==> src/rtl/wdt_pkg.sv <==
// Shared types for the watchdog kicker: FSM state encoding, the reload
// register address and the single-cycle bus write record.
package wdt_pkg;

    typedef enum logic [2:0] {
        ST_IDLE   = 3'd0,
        ST_ARM    = 3'd1,
        ST_WAIT   = 3'd2,
        ST_KICK   = 3'd3,
        ST_STARVE = 3'd4,
        ST_DISARM = 3'd5,
        ST_ESCAL  = 3'd6,
        ST_RESET  = 3'd7
    } wdt_state_t;

    localparam logic [3:0] WDT_RELOAD_ADDR = 4'b0100;

    // Widest watchdog data bus the bus record can carry.
    localparam int WDT_MAX_NBIT = 64;

    typedef struct packed {
        logic [3:0]              addr;
        logic [WDT_MAX_NBIT-1:0] dout;
        logic                    req;
        logic                    we;
    } wdt_bus_t;

    // Counter width for a count parameter: $clog2, never below one bit.
    function automatic int wdt_cnt_w(input int n);
        return (n > 1) ? $clog2(n) : 1;
    endfunction

endpackage

==> src/rtl/wdt_kick_timer.sv <==
// Loadable down-counter with a zero flag; used for the kick period,
// grace and reset-pulse counters. Decrement stops at zero.
module wdt_kick_timer #(
    parameter int W = 1
) (
    input  logic         clk_i,
    input  logic         rst_i,
    input  logic         load_i,
    input  logic [W-1:0] val_i,
    input  logic         dec_i,
    output logic         zero_o
);

    logic [W-1:0] cnt;

    // Load has priority over decrement; counter never wraps below zero.
    always_ff @(posedge clk_i) begin
        if (rst_i) begin
            cnt <= '0;
        end else if (load_i) begin
            cnt <= val_i;
        end else if (dec_i && (cnt != '0)) begin
            cnt <= cnt - W'(1);
        end
    end

    assign zero_o = (cnt == '0);

endmodule

==> src/rtl/wdt_kicker.sv <==
// Watchdog kicker: arms the watchdog, reloads it every KICK_PERIOD cycles
// while software heartbeats keep arriving, stops kicking when they vanish,
// and after a watchdog timeout waits GRACE cycles before pulsing a reset
// request for RST_LEN cycles.
// Optional status outputs are built when WDT_KICKER_STATUS_EN is defined.
module wdt_kicker
    import wdt_pkg::*;
#(
    parameter int NBIT        = 32,
    parameter int RELOAD      = 1000,
    parameter int KICK_PERIOD = 256,
    parameter int GRACE       = 16,
    parameter int RST_LEN     = 8
) (
    input  logic            clk_i,
    input  logic            rst_i,
    input  logic            en_i,
    input  logic            heartbeat_i,
    output logic [3:0]      wd_addr_o,
    output logic [NBIT-1:0] wd_dout_o,
    output logic            wd_req_o,
    output logic            wd_we_o,
    input  logic            wd_to_i,
    output logic            rst_req_o,
    output logic            active_o
`ifdef WDT_KICKER_STATUS_EN
    ,
    output logic [15:0]     kick_cnt_o,
    output logic [7:0]      starve_cnt_o,
    output logic            last_to_o
`endif
);

    if (RELOAD <= KICK_PERIOD) begin : g_bad_reload
        $error("wdt_kicker: RELOAD must exceed KICK_PERIOD");
    end
    if (KICK_PERIOD < 2) begin : g_bad_period
        $error("wdt_kicker: KICK_PERIOD must be at least 2");
    end
    if (GRACE < 1) begin : g_bad_grace
        $error("wdt_kicker: GRACE must be at least 1");
    end
    if (RST_LEN < 1) begin : g_bad_rst_len
        $error("wdt_kicker: RST_LEN must be at least 1");
    end
    if (NBIT > WDT_MAX_NBIT || NBIT < 1) begin : g_bad_nbit
        $error("wdt_kicker: NBIT out of supported range");
    end

    localparam int PW = wdt_cnt_w(KICK_PERIOD);
    localparam int GW = wdt_cnt_w(GRACE);
    localparam int RW = wdt_cnt_w(RST_LEN);

    // ARM/KICK occupies one cycle and WAIT counts down to zero inclusive,
    // so loading KICK_PERIOD-2 spaces the writes exactly KICK_PERIOD apart.
    localparam logic [PW-1:0]   PCNT_LOAD  = PW'(KICK_PERIOD - 2);
    localparam logic [GW-1:0]   GCNT_LOAD  = GW'(GRACE - 1);
    localparam logic [RW-1:0]   RCNT_LOAD  = RW'(RST_LEN - 1);
    localparam logic [NBIT-1:0] RELOAD_VAL = NBIT'(RELOAD);

    wdt_state_t state, state_nxt;
    logic       hb_seen;
    logic       p_load, p_dec, p_zero;
    logic       g_load, g_dec, g_zero;
    logic       r_load, r_dec, r_zero;
    wdt_bus_t   bus;
    logic       unused_dout;

    wdt_kick_timer #(.W(PW)) u_pcnt (
        .clk_i  (clk_i),
        .rst_i  (rst_i),
        .load_i (p_load),
        .val_i  (PCNT_LOAD),
        .dec_i  (p_dec),
        .zero_o (p_zero)
    );

    wdt_kick_timer #(.W(GW)) u_gcnt (
        .clk_i  (clk_i),
        .rst_i  (rst_i),
        .load_i (g_load),
        .val_i  (GCNT_LOAD),
        .dec_i  (g_dec),
        .zero_o (g_zero)
    );

    wdt_kick_timer #(.W(RW)) u_rcnt (
        .clk_i  (clk_i),
        .rst_i  (rst_i),
        .load_i (r_load),
        .val_i  (RCNT_LOAD),
        .dec_i  (r_dec),
        .zero_o (r_zero)
    );

    // State register.
    always_ff @(posedge clk_i) begin
        if (rst_i) begin
            state <= ST_IDLE;
        end else begin
            state <= state_nxt;
        end
    end

    // Next state and counter control; timeout beats disable beats period expiry.
    always_comb begin
        state_nxt = state;
        p_load    = 1'b0;
        p_dec     = 1'b0;
        g_load    = 1'b0;
        g_dec     = 1'b0;
        r_load    = 1'b0;
        r_dec     = 1'b0;
        case (state)
            ST_IDLE: begin
                if (en_i) begin
                    state_nxt = ST_ARM;
                end
            end
            ST_ARM, ST_KICK: begin
                p_load = 1'b1;
                if (wd_to_i) begin
                    state_nxt = ST_ESCAL;
                    g_load    = 1'b1;
                end else begin
                    state_nxt = ST_WAIT;
                end
            end
            ST_WAIT: begin
                p_dec = 1'b1;
                if (wd_to_i) begin
                    state_nxt = ST_ESCAL;
                    g_load    = 1'b1;
                end else if (!en_i) begin
                    state_nxt = ST_DISARM;
                end else if (p_zero) begin
                    state_nxt = (hb_seen || heartbeat_i) ? ST_KICK : ST_STARVE;
                end
            end
            ST_STARVE: begin
                if (wd_to_i) begin
                    state_nxt = ST_ESCAL;
                    g_load    = 1'b1;
                end else if (!en_i) begin
                    state_nxt = ST_DISARM;
                end
            end
            ST_DISARM: begin
                if (wd_to_i) begin
                    state_nxt = ST_ESCAL;
                    g_load    = 1'b1;
                end else begin
                    state_nxt = ST_IDLE;
                end
            end
            ST_ESCAL: begin
                g_dec = 1'b1;
                if (g_zero) begin
                    state_nxt = ST_RESET;
                    r_load    = 1'b1;
                end
            end
            ST_RESET: begin
                r_dec = 1'b1;
                if (r_zero) begin
                    state_nxt = ST_IDLE;
                end
            end
            default: state_nxt = ST_IDLE;
        endcase
    end

    // Heartbeat latch: restarted by each write cycle, set by any pulse in WAIT.
    always_ff @(posedge clk_i) begin
        if (rst_i) begin
            hb_seen <= 1'b0;
        end else begin
            case (state)
                ST_ARM, ST_KICK: hb_seen <= heartbeat_i;
                ST_WAIT:         if (heartbeat_i) hb_seen <= 1'b1;
                ST_IDLE:         hb_seen <= 1'b0;
                default:         hb_seen <= hb_seen;
            endcase
        end
    end

    // Outputs decoded from state: bus write record, reset request, activity.
    always_comb begin
        bus       = '0;
        rst_req_o = 1'b0;
        active_o  = 1'b0;
        case (state)
            ST_ARM, ST_KICK: begin
                bus.addr = WDT_RELOAD_ADDR;
                bus.dout = WDT_MAX_NBIT'(RELOAD_VAL);
                bus.req  = 1'b1;
                bus.we   = 1'b1;
                active_o = 1'b1;
            end
            ST_DISARM: begin
                bus.addr = WDT_RELOAD_ADDR;
                bus.req  = 1'b1;
                bus.we   = 1'b1;
            end
            ST_WAIT, ST_STARVE: active_o = 1'b1;
            ST_RESET:           rst_req_o = 1'b1;
            default: begin
                bus       = '0;
                rst_req_o = 1'b0;
            end
        endcase
    end

    assign wd_addr_o   = bus.addr;
    assign wd_dout_o   = bus.dout[NBIT-1:0];
    assign wd_req_o    = bus.req;
    assign wd_we_o     = bus.we;
    assign unused_dout = ^bus.dout;

`ifdef WDT_KICKER_STATUS_EN
    // Status: saturating kick/starve counts and a last-cycle-timed-out flag.
    always_ff @(posedge clk_i) begin
        if (rst_i) begin
            kick_cnt_o   <= '0;
            starve_cnt_o <= '0;
            last_to_o    <= 1'b0;
        end else begin
            if ((state == ST_KICK) && (kick_cnt_o != 16'hFFFF)) begin
                kick_cnt_o <= kick_cnt_o + 16'd1;
            end
            if ((state == ST_WAIT) && (state_nxt == ST_STARVE) && (starve_cnt_o != 8'hFF)) begin
                starve_cnt_o <= starve_cnt_o + 8'd1;
            end
            if ((state != ST_ESCAL) && (state_nxt == ST_ESCAL)) begin
                last_to_o <= 1'b1;
            end else if ((state != ST_ARM) && (state_nxt == ST_ARM)) begin
                last_to_o <= 1'b0;
            end
        end
    end
`endif

endmodule

==> config.mk <==
export PLATFORM = sky130hd
export DESIGN_NAME = wdt_kicker
export DESIGN_NICKNAME = d
export VERILOG_FILES = /design/src/rtl/wdt_pkg.sv /design/src/rtl/wdt_kick_timer.sv /design/src/rtl/wdt_kicker.sv
export SDC_FILE = /design/constraint.sdc
export NUM_CORES = 1
export LEC_CHECK = 0
export BUFFER_PORTS_ARGS = -buffer_cell sky130_fd_sc_hd__clkbuf_2
export CORE_ASPECT_RATIO = 1.5
export CORE_UTILIZATION = 45
export CTS_CLUSTER_DIAMETER = 80
export DETAILED_ROUTE_END_ITERATION = 7
export GPL_TIMING_DRIVEN = 0
export PLACE_DENSITY = 0.79
export SYNTH_ARGS = -nofsm -noshare
export SYNTH_HDL_FRONTEND = slang
export SYNTH_SLANG_ARGS = --single-unit
==> constraint.sdc <==
create_clock -name clk_i -period 3.5 [get_ports clk_i]
set_input_delay 1.05 -clock clk_i [delete_from_list [all_inputs] [get_ports clk_i]]
set_output_delay 1.05 -clock clk_i [all_outputs]
set_load 0.1 [all_outputs]
Word-level counts from Yosys, hierarchy flattened
Cells that the tools add are included.
- input bits: 5
- output and inout port bits: 40
- logic and storage cells: 76
- bits in registers: 19
- equal/unequal tests: 13
- reductions and logical operators: 22
- multiplexer cells: 32
- add/subtract/negate cells: 3
- operators with widths (kind ; number):
    2-to-1 mux 3 bit ; 14
    one-hot mux 3 bit (7 select lines) ; 1
    2-to-1 mux 8 bit ; 2
    equality test 3 bit, second input constant ; 4
    2-to-1 mux 1 bit ; 10
    2-to-1 mux 10 bit ; 1
    logical NOT 8 bit ; 1
    2-to-1 mux 4 bit ; 2
    != test 2 bit, second input constant ; 4
    nonzero test 8 bit ; 1
    subtractor 8 x 1 -> 8 bit, second input constant ; 1
    equality test 3 x 2 -> 1 bit, second input constant ; 2
    logical NOT 3 bit ; 2
    nonzero test 2 bit ; 3
    nonzero test 3 bit ; 2
    AND reduction 5 bit ; 1
    OR reduction 5 bit ; 1
    logical NOT 4 bit ; 1
    != test 4 bit, second input constant ; 1
    nonzero test 4 bit ; 1
    OR reduction 2 bit ; 2
    OR reduction 4 bit ; 1
    subtractor 4 x 1 -> 4 bit, second input constant ; 1
    equality test 3 x 1 -> 1 bit, second input constant ; 1
    8 further kinds ; 10

Depth between registers and ports, before layout
- depth in word-level cells: 6
- mapped depth: 7

Hierarchy
From an unflattened synthesis, not the netlist that was laid out.
- cell total of the unflattened synthesis: 199
- area total of the unflattened synthesis: 1630.3 um^2
- modules (own cells, without submodules) (module ; area an instance (um^2) ; instances ; sequential area each (um^2) ; cells an instance):
    wdt_kicker ; 669.4 ; 1 ; 80.1 ; 90
    wdt_kick_timer (u_pcnt) ; 515.5 ; 1 ; 160.2 ; 59
    wdt_kick_timer (u_gcnt) ; 262.8 ; 1 ; 80.1 ; 29
    wdt_kick_timer (u_rcnt) ; 182.7 ; 1 ; 60.1 ; 21

Worst setup path after synthesis
No wires, ideal clock.
- kind: reg-to-output
- from: reg state[0]
- to: out wd_addr_o[2]
- slack: 0.547 ns
- buffers on the path: 3
- stages on the path, launching flop included: 5
- arrival time: 1.903 ns
- path through: dfxtp_1 -> buf_2 -> buf_2 -> and2_1 -> buf_4
- longest elaborated chain between the ends: 3
- elaborated cells between the ends (all ways): 5
- ends and longest elaborated chain (what ; line ; RTL):
    start: declaration ; wdt_kicker.sv:61 ; wdt_state_t state, state_nxt;
    start signal: assignment ; wdt_kicker.sv:101 ; state <= state_nxt;
    equality test 3 bit (tied with other cells) ; wdt_kicker.sv:192 ; case (state)
    OR reduction 3 bit (no line) (*) ; -- ;
    2-to-1 mux 3 bit (*) ; wdt_kicker.sv:192 ;
    end: declaration ; wdt_kicker.sv:19 ; output logic [3:0] wd_addr_o,
Every way passes the cells marked *; elsewhere a longest branch is shown, timed or not.

Worst setup path after layout
- from: reg state[2]
- to: out wd_dout_o[6]
- longest elaborated chain between the ends: 3
- elaborated cells between the ends (all ways): 4
- ends and longest elaborated chain (what ; line ; RTL):
    equality test 3 x 1 -> 1 bit / equality test 3 x 2 -> 1 bit (equally long branches) ; wdt_kicker.sv:192 ;
    OR reduction 2 bit (*) ; wdt_kicker.sv:192 ;
    2-to-1 mux 10 bit (*) ; wdt_kicker.sv:192 ;
    end: declaration ; wdt_kicker.sv:20 ; output logic [NBIT-1:0] wd_dout_o,
Marks and branches as above.

==> flow_metrics.env <==
export IMPL_required_ns=2.45
export IMPL_regToRegSetupSlack_ns=1.56
export IMPL_ys_types=42
export IMPL_min_path_cells=2
export IMPL_cts_root_buf="clkbuf_8"
export IMPL_die_w_um=48.4
export IMPL_rr_endpoint="state[0]"
export IMPL_yosysTopAreaCell="dfxtp_1"
export IMPL_instances_no_fill=264
export IMPL_grt_max_degree=13
export IMPL_cts_resized=0
export IMPL_die_y_um=71.6
export IMPL_htree_levels=1
export IMPL_grt_pass1_vias=1132
export IMPL_rsz0062_at_grt="false"
export IMPL_initial_utilization_pct=48.8
export IMPL_slew_limit_headroom_pct=64.3
export IMPL_wl_um=2770
export IMPL_n_fill_cell=293
export IMPL_finalHoldViolCount=0
export IMPL_ctsHoldBuffers=0
export IMPL_numClockSinks=19
export IMPL_syn_to_final_growth_pct=19.1
export IMPL_rows=24
export IMPL_cts_buffer_depth=2
export IMPL_hp_class="flip-flop to flip-flop"
export IMPL_coreArea_um2=2970
export IMPL_netlist_area_um2=1450
export IMPL_dieArea_um2=3460
export IMPL_hold_path_end="u_pcnt.cnt[7]"
export IMPL_finalSetupViolCount=0
export IMPL_crit_path_start_kind="flip-flop"
export IMPL_diodes=0
export IMPL_first_pass_iters=5
export IMPL_drive_gt1_share_pct=29.8
export IMPL_r2r_start="u_pcnt.cnt[0]"
export IMPL_drtAntennaViolNets=0
export IMPL_grt_pass1_wl_um=4610
export IMPL_synth_edf_count=0
export IMPL_post_cts_setup_buffers=0
export IMPL_synthTopCellsByCount="buf_4 (37), dfxtp_1 (19), a21oi_1 (18)"
export IMPL_path_clk_slew_ns=0.08
export IMPL_dp_hpwl_um=2110
export IMPL_synth_ff_type="dfxtp_1"
export IMPL_portBuffers=15
export IMPL_worstSkewPairLatency_ns=0.27
export IMPL_synth_seq_cells=19
export IMPL_fin_crit_ns=3.13
export IMPL_grt_usage_pct=17.1
export IMPL_dp_cells=260
export IMPL_yosysMostFrequentCell="buf_4"
export IMPL_vias=1252
export IMPL_numCtsBuffers=3
export IMPL_drc=0
export IMPL_seq_area_frac_synth_pct=26.2
export IMPL_drt_iter0_markers=57
export IMPL_vias_per_cell=4.74
export IMPL_place_congestion=0.867
export IMPL_setup_tns_ns=0
export IMPL_grt_overflow=0
export IMPL_cts_tree="yes"
export IMPL_tightest_slew_ns=0.535
export IMPL_grt_antenna_before_repair=0
export IMPL_utilization_pct=58.2
export IMPL_clock_fmax_mhz=320
export IMPL_end_kind="primary output"
export IMPL_ys_top_cells_by_area="dfxtp_1 (26%), buf_4 (19%), a21oi_1 (6.2%)"
export IMPL_fin_crit_sh_pct=89.3
export IMPL_yosysWarnings=0
export IMPL_routedWlPerCell_um=10.5
export IMPL_avgSynthCellArea_um2=8.15
export IMPL_io_pins=45
export IMPL_crit_arrival_ns=2.08
export IMPL_cp_max_fo=10
export IMPL_fin_worst_skew_ns=0.0109
export IMPL_final_net_count=236
export IMPL_status="finished clean"
export IMPL_syn_inst=178
export IMPL_maxCapViolCount=0
export IMPL_reg2reg_depth=6
export IMPL_min_delay_start="u_pcnt.cnt[7]"
export IMPL_drv_slew=0
export IMPL_synth_top_cell_area_share_pct=26.2
export IMPL_async_reset_ff_share_pct=0
export IMPL_crit_type="flip-flop to primary output"
logic make-up after synthesis:
| group | share of synthesized area, % |
|---|---|
| compound gates | 17.0 |
| xor+xnor | 5.43 |
| fa+ha+maj | 4.31 |
| buf+inv | 24.1 |
| flops | 26.2 |
| mux | 2.07 |
| other cells | 0.258 |
| simple gates | 20.6 |
flip-flops by register name (all words and copies together), names as in the netlist:
signal,flops
u_pcnt.cnt,8
u_gcnt.cnt,4
state,3
u_rcnt.cnt,3
hb_seen,1
layer usage:
| metal | vias to the layer above | part of all wire (%) | GRT usage [%] |
|---|---|---|---|
| li1 | 653 | - | - |
| met1 | 558 | 41 | 16.9 |
| met2 | 36 | 53 | 33.3 |
| met3 | 5 | 3.9 | 2.76 |
| met4 | 0 | 2.1 | 9.48 |
| met5 | - | 0 | 0 |
layout make-up:
class / count / area (um^2) / area share [%]
Timing Repair Buffer: 15 / 75.1 / 4.34
Buffer: 44 / 309 / 17.9
Inverter: 11 / 41.3 / 2.39
Clock buffer: 3 / 41.3 / 2.39
Tap cell: 39 / 48.8 / 2.82
Multi-Input combinational cell: 132 / 826 / 47.8
Sequential cell: 19 / 380 / 22.0
Clock inverter: 1 / 7.51 / 0.434
worst max-delay path by stage:
stage,end,cells past startpoint,start
2_1_floorplan,wd_addr_o[2],4,state[0]
3_3_place_gp,wd_dout_o[5],6,state[0]
3_5_place_dp,wd_dout_o[6],6,state[2]
4_1_cts,wd_dout_o[6],6,state[2]
5_1_grt,wd_dout_o[6],6,state[2]
6_report,wd_dout_o[6],6,state[2]
stage by stage:
stage | instance area (um^2) | hold WS, ns | worst slack [ns]
final | 1730 | 0.533 | 0.373
after floorplan | 1560 | 0.489 | 0.547
after global placement | 1680 | 0.507 | 0.690
after global routing | 1730 | 0.557 | 0.244
after CTS | 1730 | 0.537 | 0.378
after detailed placement | 1680 | 0.524 | 0.689
placed cells by master (no fill, tap or decap), types with 2 or more instances in the layout:
master	n
nor3_1	8
xor2_1	5
clkbuf_1	3
buf_2	4
a31oi_1	3
or3b_2	2
nand2b_1	3
a21oi_1	18
o21ai_0	5
nor3b_1	2
clkbuf_2	15
xnor2_1	4
buf_4	37
a211oi_1	2
ha_1	5
nand2_1	5
nand3_1	7
inv_1	11
conb_1	29
and2_1	2
nand4_1	2
o211ai_1	2
nor2_1	6
or3_1	2
dfxtp_1	19
clkbuf_8	3
mux2i_1	3
worst max-delay path: stages (launching register included):
cell and delay, ns:
dfxtp_1 0.38, buf_2 0.20, inv_1 0.18, nand2_1 0.21
inv_1 0.24, buf_4 0.14, clkbuf_2 0.44
Power is left out: the tool's default activity adds up to more than one toggle a clock period on the data nets, which glitch-free logic cannot reach.
